`src/rtl/lc3_mem_pkg.sv`:
```
// Shared memory-operation encodings and memory-access FSM state type.
// The execute-stage Mem_Control decoder produces mem_op with these codes.
package lc3_mem_pkg;

  localparam logic [2:0] OP_LD  = 3'd0;
  localparam logic [2:0] OP_LDR = 3'd1;
  localparam logic [2:0] OP_ST  = 3'd2;
  localparam logic [2:0] OP_STR = 3'd3;
  localparam logic [2:0] OP_LDI = 3'd4;
  localparam logic [2:0] OP_STI = 3'd5;

  typedef enum logic [1:0] {
    S_IDLE = 2'd0,
    S_RD1  = 2'd1,
    S_RD2  = 2'd2,
    S_WR   = 2'd3
  } mem_state_t;

  // Codes 6 and 7 are accepted but perform no memory access.
  function automatic logic op_is_reserved(input logic [2:0] op);
    return op > OP_STI;
  endfunction

  // Plain stores go straight to the write state; everything else reads first.
  function automatic logic op_is_direct_store(input logic [2:0] op);
    return (op == OP_ST) || (op == OP_STR);
  endfunction

endpackage

```
`src/rtl/lc3_memaccess_fsm.sv`:
```
// LC-3 data-memory access sequencer: LD/LDR/ST/STR single access,
// LDI/STI via a pointer read, with per-state ack timeout.
// Moore machine: every output is a register or a decode of state.
module lc3_memaccess_fsm
  import lc3_mem_pkg::*;
#(
  parameter int TIMEOUT = 15
) (
  input  logic        clock,
  input  logic        reset,
  input  logic        req_valid,
  input  logic [2:0]  mem_op,
  input  logic [15:0] addr_in,
  input  logic [15:0] M_Data,
  input  logic [15:0] D_Dout,
  input  logic        D_ack,
  output logic [15:0] D_Addr,
  output logic [15:0] D_Din,
  output logic        D_rd,
  output logic        D_wr,
  output logic [15:0] memout,
  output logic        busy,
  output logic        mem_done,
  output logic        mem_err
);

  // Counter value at which one more ack-less cycle means abort.
  localparam logic [3:0] WAIT_LAST = 4'(TIMEOUT - 1);

  mem_state_t  state, state_nxt;
  logic [3:0]  wait_cnt, wait_cnt_nxt;
  logic [2:0]  op_q;
  logic [15:0] addr_q, data_q, ptr_q;
  logic        accept, ld_mem, ld_ptr, done_nxt, err_nxt;

  // Next-state and datapath-enable decode.
  always_comb begin
    state_nxt = state;
    accept    = 1'b0;
    ld_mem    = 1'b0;
    ld_ptr    = 1'b0;
    done_nxt  = 1'b0;
    err_nxt   = 1'b0;
    case (state)
      S_IDLE: begin
        if (req_valid) begin
          accept = 1'b1;
          if (op_is_reserved(mem_op))         done_nxt  = 1'b1;
          else if (op_is_direct_store(mem_op)) state_nxt = S_WR;
          else                                 state_nxt = S_RD1;
        end
      end
      S_RD1: begin
        if (D_ack) begin
          if (op_q == OP_LDI) begin
            ld_ptr    = 1'b1;
            state_nxt = S_RD2;
          end else if (op_q == OP_STI) begin
            ld_ptr    = 1'b1;
            state_nxt = S_WR;
          end else begin
            ld_mem    = 1'b1;
            done_nxt  = 1'b1;
            state_nxt = S_IDLE;
          end
        end
      end
      S_RD2: begin
        if (D_ack) begin
          ld_mem    = 1'b1;
          done_nxt  = 1'b1;
          state_nxt = S_IDLE;
        end
      end
      S_WR: begin
        if (D_ack) begin
          done_nxt  = 1'b1;
          state_nxt = S_IDLE;
        end
      end
      default: state_nxt = S_IDLE;
    endcase
    // Abort overrides the normal decode only when no ack arrived.
    if (state != S_IDLE && !D_ack && wait_cnt == WAIT_LAST) begin
      state_nxt = S_IDLE;
      err_nxt   = 1'b1;
    end
    // Counter restarts on any state change and only runs while waiting.
    if (state == S_IDLE || state_nxt != state) wait_cnt_nxt = 4'd0;
    else                                        wait_cnt_nxt = wait_cnt + 4'd1;
  end

  // State, wait counter and completion pulses.
  always_ff @(posedge clock or posedge reset) begin
    if (reset) begin
      state    <= S_IDLE;
      wait_cnt <= 4'd0;
      mem_done <= 1'b0;
      mem_err  <= 1'b0;
    end else begin
      state    <= state_nxt;
      wait_cnt <= wait_cnt_nxt;
      mem_done <= done_nxt;
      mem_err  <= err_nxt;
    end
  end

  // Request capture, pointer and load-result registers.
  always_ff @(posedge clock or posedge reset) begin
    if (reset) begin
      op_q   <= 3'd0;
      addr_q <= 16'd0;
      data_q <= 16'd0;
      ptr_q  <= 16'd0;
      memout <= 16'd0;
    end else begin
      if (accept) begin
        op_q   <= mem_op;
        addr_q <= addr_in;
        data_q <= M_Data;
      end
      if (ld_ptr) ptr_q  <= D_Dout;
      if (ld_mem) memout <= D_Dout;
    end
  end

  // Strobes and address decode straight from state and held registers.
  assign D_rd   = (state == S_RD1) || (state == S_RD2);
  assign D_wr   = (state == S_WR);
  assign D_Addr = ((state == S_RD2) || (state == S_WR && op_q == OP_STI)) ? ptr_q : addr_q;
  assign D_Din  = data_q;
  assign busy   = (state != S_IDLE);

endmodule

```
`config.mk`:
```
export PLATFORM = sky130hd
export DESIGN_NAME = lc3_memaccess_fsm
export DESIGN_NICKNAME = d
export VERILOG_FILES = /design/src/rtl/lc3_mem_pkg.sv /design/src/rtl/lc3_memaccess_fsm.sv
export SDC_FILE = /design/constraint.sdc
export NUM_CORES = 1
export LEC_CHECK = 0
export CORE_AREA = 2 2 94 96
export DETAILED_ROUTE_END_ITERATION = 16
export DIE_AREA = 0 0 96 98
export PLACE_DENSITY = 0.79
export SLEW_MARGIN = 10
export SYNTH_ARGS = -nofsm -noshare
export SYNTH_HDL_FRONTEND = slang
export SYNTH_SLANG_ARGS = --single-unit
```
`constraint.sdc`:
```
create_clock -name clock -period 5.6 [get_ports clock]
set_clock_uncertainty 0.2 [all_clocks]
set_input_delay 1.12 -clock clock [delete_from_list [all_inputs] [get_ports clock]]
set_output_delay 1.12 -clock clock [all_outputs]
set_load 0.05 [all_outputs]
```
# Yosys cells after proc, flatten, opt, wreduce, memory -nomap -nowiden
# Index checks and enable logic that the tools add are counted.
# word_totals
out_inout_bits	53
wordCells	57
input_bits	55
regBits	75
# op_classes
muxes	26
reduce_logical	11
add_sub_neg	1
n_lt_le_gt_ge	1
n_eq_ne	9
# ops
cell	count
16-bit two-way mux	1
2-bit two-way mux	8
1-bit two-way mux	13
3-bit by 2-bit equality test with 1-bit output, second input constant	2
3-bit equality test, second input constant	2
2-bit case mux with 3 select lines	1
4-bit by 1-bit adder with 4-bit output, second input constant	1
2-bit equality test, second input constant	2
4-bit equality test, second input constant	1
1-bit logical OR	4
4-bit two-way mux	1
3-bit greater-than comparator, second input constant	1
1-bit logical AND	3
1-bit case mux with 3 select lines	1
2-bit by 1-bit equality test with 1-bit output, second input constant	1
2-bit zero test	1
2-bit inequality test	1
1-bit case mux with 2 select lines	1
2-bit nonzero test	1
2-bit OR reduction	1
1-bit zero test	1

# Logic depth before layout (Yosys ltp)
# Gate-level depths: netlist (run 1).
# logic_depth
ltp_word	10
mapped_depth	7
depth_no_buf	6

# Worst setup path before layout (run 1)
# OpenSTA, ideal clock, no wires.
# synth_timing
path_kind	register to output
start	reg state[0]
end	out D_Addr[10]
t_required_ns	4.280
setup_slack_ns	2.327
n_path_buf	1
arrival_time_ns	1.953
path_stages_with_launch	5
path_cell_list	dfrtp_1 > ha_1 > a41oi_2 > buf_4 > mux2_2
# synth_between
elab_chain_cells	4
elab_cells_between_ends	5
classes_between	eq/ne: 2; mux: 1; reduce/logical: 2
# synth_lines
item	line	rtl
from (decl)	lc3_memaccess_fsm.sv:30	mem_state_t state, state_nxt;
from (signal assigned)	lc3_memaccess_fsm.sv:101	state <= state_nxt;
2-bit equality test	n/a	
named net D_wr	lc3_memaccess_fsm.sv:20	output logic D_wr,
1-bit logical AND	lc3_memaccess_fsm.sv:130	assign D_Addr = ((state == S_RD2) || (state == S_WR && op_q == OP_STI)) ? ptr_q : addr_q;
1-bit logical OR	lc3_memaccess_fsm.sv:130	
16-bit two-way mux	lc3_memaccess_fsm.sv:130	
to (decl)	lc3_memaccess_fsm.sv:17	output logic [15:0] D_Addr,
# The timed path passes the listed nets, and every way through them passes these cells.

# Final worst setup path (run 1)
# layout_timing
start	reg state[0]
end	out D_Addr[7]
# layout_between
elab_chain_cells	4
elab_cells_between_ends	5
classes_between	eq/ne: 2; mux: 1; reduce/logical: 2
# layout_lines
item	line
2-bit equality test	lc3_memaccess_fsm.sv:130
1-bit logical AND	lc3_memaccess_fsm.sv:130
1-bit logical OR (*)	lc3_memaccess_fsm.sv:130
16-bit two-way mux (*)	lc3_memaccess_fsm.sv:130
# Mark *: on every way between the ends. The rest lies on a longest branch, timed or not.

==> results of run 1 <==
-- how the worst max path moves through the flow --
stage	start	endpoint	slack, ns	cells past startpoint
global placement	state[0]$_DFF_PP0_	D_Addr[4]	1.51	5
finish	state[0]$_DFF_PP0_	D_Addr[7]	1.14	5
global route	state[0]$_DFF_PP0_	D_Addr[11]	0.93	5
CTS	state[0]$_DFF_PP0_	D_Addr[7]	1.08	5
detailed placement	state[0]$_DFF_PP0_	D_Addr[2]	1.47	5
floorplan	state[0]$_DFF_PP0_	D_Addr[10]	2.33	4
-- synthesized netlist by cell type (2+ instances only) --
cell type  instances  area, um2
ha_1               6      75.07
inv_1              8      30.03
dfrtp_1           75       1877
mux2_2            83      934.7
buf_2              5      25.02
a21oi_1            2      10.01
o21ai_0            2      10.01
nor2_1             2      7.510
nor3_1             4      20.02
buf_6              2      22.52
nand2_1            7      26.28
-- where the power goes --
| group | internal, mW | leakage, nW | total (mW) | switching (mW) |
|---|---|---|---|---|
| registers | 0.802 | 0.903 | 0.945 | 0.143 |
| clock network | 0.300 | 0.120 | 0.509 | 0.209 |
| logic | 0.747 | 0.962 | 1.87 | 1.12 |
| total | 1.85 | 1.99 | 3.33 | 1.48 |
-- final cells by class --
cell class                      instances  area share
Timing Repair Buffer                  108      0.2314
Sequential cell                        75      0.4027
Multi-Input combinational cell        127      0.2773
Inverter                                8    0.006443
Tap cell                              108     0.02899
Clock buffer                            9     0.02658
Clock inverter                          7     0.02658
-- layer usage --
metal  vias to the layer above  global-route usage
met5                         -                   0
met1                      1064              0.2007
met4                         0             0.06044
li1                       1001                   -
met3                         8             0.04398
met2                        71              0.2650
-- kinds of logic (layout without fill, tap and decap cells) --
logic type / count (synthesis) / after routing
XOR/XNOR: 2 / 2
buffers and inverters: 16 / 132
AO/OA/AOI/OAI: 14 / 14
multiplexers: 83 / 83
flip-flops: 75 / 75
adder cells (fa/ha/maj): 6 / 6
AND/OR/NAND/NOR: 22 / 22
-- critical path, delay by kind of cell, from the launching register on --
| family | cells | cell delay, ns |
|---|---|---|
| buffers and inverters | 2 | 0.82 |
| DFF | 1 | 0.42 |
| AOI/OAI and AO/OA | 1 | 0.88 |
| adders and majority gates | 1 | 0.25 |
| muxes | 1 | 0.43 |
-- stage by stage --
step | instances | setup WS [ns] | total power [mW] | hold slack [ns]
6_report | 442 | 1.136 | 3.326 | 0.3044
5_1_grt | 442 | 0.9253 | 3.498 | 0.3246
4_1_cts | 442 | 1.081 | 3.359 | 0.3079
3_5_place_dp | 426 | 1.471 | 2.842 | 0.2902
3_3_place_gp | 426 | 1.507 | 2.804 | 0.2834
2_1_floorplan | 218 | 2.327 | 2.255 | 0.2737
-- sequential cells by signal, indices dropped and copies added, names as in the netlist --
name	flops
D_Din	16
addr_q	16
mem_done	1
mem_err	1
memout	16
op_q	3
ptr_q	16
state	2
wait_cnt	4
==> flow_metrics.py, run 1 <==
metrics = {
    "setup_path": {
        "crit_slowest_cell": "a41oi_2",
        "crit_type": "reg2out",
        "path_max_fanout": 16,
        "rrSetupSlack_ns": 3.05,
        "timing.rr.end": "memout[6]$_DFFE_PP0P_",
        "worstPathArrival_ns": 3.14,
        "critPathMaxStageDelay_ns": 0.88,
        "r2r-start": "state[1]$_DFF_PP0_",
        "path_cells": "inv_1 > ha_1 > a41oi_2 > mux2_2 > clkdlybuf4s50_1",
        "critical_path_required_ns": 4.28,
        "crit_path_end_kind": "primary output",
        "critPathLaunchType": "flop",
        "reg2regPathDepth": 5,
    },
    "detailed_routing": {
        "via_count": 2144,
        "viasPerCell": 4.851,
        "remaining_drc_errors": 0,
        "ant_nets": 0,
        "met2_length_mm": 3.470,
        "drt-total-wl_mm": 7.007,
        "dr.pass1.iters": 4,
        "route.top_layer_used": "met4",
        "wl_per_cell_um": 15.85,
        "wirelength_met1_mm": 2.987,
        "initialDrtViolationCount": 31,
        "route.met3.wl_um": 441,
    },
    "yosys": {
        "avgSynthCellArea_um2": 14.92,
        "ys_warn_count": 0,
        "synth_compound_area_frac": 0.03386,
        "ys_ff_latch": 75,
        "synthSimpleGateAreaFrac": 0.04694,
        "yosys.area_share.adder": 0.02309,
        "ys_async_sr_fraction": 1.000,
        "synth_top_family_by_area": "multiplexers",
        "synth_nets": 279,
        "yosysSeqAreaShare": 0.5771,
        "syn-instance-count": 218,
        "synth_edf_count": 0,
        "yosys_most_used_dff": "dfrtp_1",
        "synth_cell_types": 33,
        "synth_mux_area_frac": 0.2874,
        "synth_xor_area_frac": 0.005387,
        "synth_area_um2": 3252,
    },
    "final_layout": {
        "n_antenna_cell": 0,
        "drive_gt1_frac": 0.3234,
        "final_common_cell": "clkdlybuf4s50_1",
        "final_area_um2": 4661,
        "final_nets": 390,
        "fillers": 703,
        "area_growth_syn_to_layout_pct": 43.32,
        "multi_input_area_um2": 1292,
        "final_cell_mix": "107 x clkdlybuf4s50_1, 83 x mux2_2, 75 x dfrtp_1, 9 x clkbuf_8, 7 x inv_1",
        "regArea_um2": 1877,
        "final_util": 0.5505,
    },
    "timing": {
        "fin_tns_setup_ns": 0,
        "hold_violations": 0,
        "fin_crit_ns": 4.464,
        "slew_violations": 0,
        "max_freq_ghz": 0.2240,
        "slew_headroom": 0.2588,
        "min_period_over_period": 0.7972,
        "setup_viol": 0,
        "worstMarginPinSlew_ns": 1.112,
        "rsz0062_at_grt": "no",
    },
    "cts": {
        "cts_made_buffers": 9,
        "post-cts-setup-buffer-count": 0,
        "cts_resized": 0,
        "cts_tree": "done",
        "clk_latency_ns": 0.34,
        "clk_path_buf_depth": 2,
        "htreeDepth": 3,
        "cts-root-buf": "clkbuf_8",
        "cts.clk_slew.worst_paths_ns": 0.08,
        "ctsHoldBuffers": 0,
        "clock-sinks": 75,
    },
    "pwr": {
        "powerDensity_nw_per_um2": 713.5,
        "p_leak_nw": 1.986,
        "vdd_drop_max_mv": 0.3546,
    },
    "worst_hold_path": {
        "min_path_type": "reg2reg",
        "hold_depth": 1,
        "hp-start": "addr_q[2]$_DFFE_PP0P_",
        "min_to": "addr_q[2]$_DFFE_PP0P_",
    },
    "placed_design": {
        "gp_congestion": 0.8326,
        "portBuffers": 107,
        "post_dp_cell_area_um2": 4413,
        "dp_hpwl_mm": 4.950,
    },
    "die": {
        "core_area_um2": 8466,
        "rows": 34,
        "die_w_um": 96,
        "die_y_um": 98,
        "die-area_um2": 9408,
        "start_util": 0.3841,
        "ios": 108,
    },
    "job": {
        "maxCapViolations": 0,
    },
    "global_routing": {
        "grt_remaining_overflow": 0,
        "grt_max_degree": 40,
        "grt_pass1_wl_mm": 11.58,
        "antenna_found_initial": 0,
        "first_global_vias": 2340,
        "grt_util_all_layers": 0.1612,
    },
    "outcome": {
        "status": "complete, no violations",
    },
}
(Power assumes the default switching activity.)
==> run 2: changes to the inputs <==
- PLACE_DENSITY: 0.79 -> 0.81
- clock period: 5.6 -> 3.6 ns (I/O delays scaled with it)
==> run 2 against run 1 <==
Net effect: combinational power up 55%; setup slack got worse by 0.64 ns; cell count increased by 1.1%; sequential cell count unchanged; critical path depth decreased by 1; sequential share of layout area about the same; non-clock buffer count up 5; power up 55%; register-to-register slack worse by 1.8 ns; largest cell class unchanged; highest routed layer unchanged.
==> flow_metrics.py, run 2 (synthesis results as in run 1) <==
metrics = {
    "cts": {
        "cts_made_buffers": 9,
        "cts.clk_slew.worst_paths_ns": 0.08,
        "cts_tree": "done",
        "clk_path_buf_depth": 2,
        "ctsHoldBuffers": 0,
        "clock-sinks": 75,
        "cts_resized": 0,
        "post-cts-setup-buffer-count": 0,
        "cts-root-buf": "clkbuf_8",
        "clk_latency_ns": 0.34,
        "htreeDepth": 3,
    },
    "pwr": {
        "powerDensity_nw_per_um2": 1104,
        "p_leak_nw": 2.021,
        "vdd_drop_max_mv": 0.5626,
        "power.total_mw": 5.148,
    },
    "setup_path": {
        "reg2regPathDepth": 5,
        "critPathLaunchType": "flop",
        "crit_path_end_kind": "primary output",
        "critical_path_required_ns": 2.68,
        "crit_type": "reg2out",
        "path_max_fanout": 8,
        "worstPathArrival_ns": 2.18,
    },
    "detailed_routing": {
        "drt-total-wl_mm": 7.156,
        "ant_nets": 0,
        "wl_per_cell_um": 16.01,
        "dr.pass1.iters": 4,
        "viasPerCell": 4.801,
        "via_count": 2146,
        "remaining_drc_errors": 0,
        "initialDrtViolationCount": 72,
    },
    "die": {
        "die_w_um": 96,
        "die_y_um": 98,
        "start_util": 0.3841,
        "rows": 34,
        "ios": 108,
        "core_area_um2": 8466,
        "die-area_um2": 9408,
    },
    "final_layout": {
        "final_nets": 395,
        "n_antenna_cell": 0,
        "final_util": 0.5510,
        "final_common_cell": "clkdlybuf4s50_1",
        "final_area_um2": 4664,
        "area_growth_syn_to_layout_pct": 43.44,
        "final_cell_mix": "91 x clkdlybuf4s50_1, 83 x mux2_2, 75 x dfrtp_1, 21 x buf_4, 9 x clkbuf_8",
        "drive_gt1_frac": 0.3776,
    },
    "placed_design": {
        "portBuffers": 107,
        "gp_congestion": 0.9146,
        "dp_hpwl_mm": 5.133,
        "post_dp_cell_area_um2": 4423,
    },
    "timing": {
        "rsz0062_at_grt": "no",
        "worstMarginPinSlew_ns": 0.8098,
        "slew_violations": 0,
        "fin_tns_setup_ns": 0,
        "hold_violations": 0,
        "fin_crit_ns": 3.102,
        "min_period_over_period": 0.8617,
        "max_freq_ghz": 0.3224,
        "setup_viol": 0,
        "slew_headroom": 0.4593,
    },
    "global_routing": {
        "grt_remaining_overflow": 0,
        "antenna_found_initial": 0,
        "grt_util_all_layers": 0.1608,
        "first_global_vias": 2310,
        "grt_max_degree": 40,
        "grt_pass1_wl_mm": 11.54,
    },
    "worst_hold_path": {
        "hold_depth": 1,
        "min_path_type": "reg2reg",
    },
    "outcome": {
        "status": "complete, no violations",
    },
    "job": {
        "maxCapViolations": 0,
    },
}
## run 2: per-layer routing
layer / up-vias / track usage / routed length [um]
met5: - / 0 / 0
met4: 0 / 0.06374 / 95
met3: 12 / 0.03472 / 341
met2: 64 / 0.2553 / 3540
met1: 1058 / 0.2130 / 3178
li1: 1012 / - / -
## run 2: where the power goes
part | total, mW | switching, mW | leakage (nW) | internal (mW)
registers | 1.47 | 0.224 | 0.903 | 1.25
clock network | 0.780 | 0.318 | 0.113 | 0.462
logic | 2.90 | 1.76 | 1.01 | 1.14
## run 2: worst paths after layout
| path | startpoint | slack (ns) | to |
|---|---|---|---|
| hold reg to reg | ptr_q[10]$_DFFE_PP0P_ | 0.31 | ptr_q[10]$_DFFE_PP0P_ |
| setup / recovery | state[0]$_DFF_PP0_ | 0.50 | busy |
| hold / removal | ptr_q[10]$_DFFE_PP0P_ | 0.31 | ptr_q[10]$_DFFE_PP0P_ |
| min in group asynchronous | reset | 0.65 | wait_cnt[0]$_DFF_PP0_ |
| max in group asynchronous | reset | 1.85 | ptr_q[15]$_DFFE_PP0P_ |
| setup reg to reg | state[1]$_DFF_PP0_ | 1.25 | wait_cnt[1]$_DFF_PP0_ |
## run 2: final cells by class
type                    count  area, um2
inverters                   8      30.03
fillers                   719       3801
well taps                 108      135.1
clock buffers              10      127.6
flip-flops and latches     75       1877
multi-input cells         127       1292
repair buffers            113       1089
clock inverters             6      113.9
## run 2: stage by stage
stage / hold slack [ns] / setup WS (ns) / cells
finish: 0.3055 / 0.4980 / 447
global route: 0.3294 / 0.4246 / 447
CTS: 0.3093 / 0.4863 / 447
detailed placement: 0.2921 / 0.7177 / 431
global placement: 0.2823 / 0.7905 / 431
floorplan: 0.2737 / 0.7269 / 218
## run 2: worst max-delay path: stages, from the launching register on
cell	delay, ns
dfrtp_1	0.44
inv_1	0.12
ha_1	0.30
inv_1	0.16
clkdlybuf4s50_1	0.82
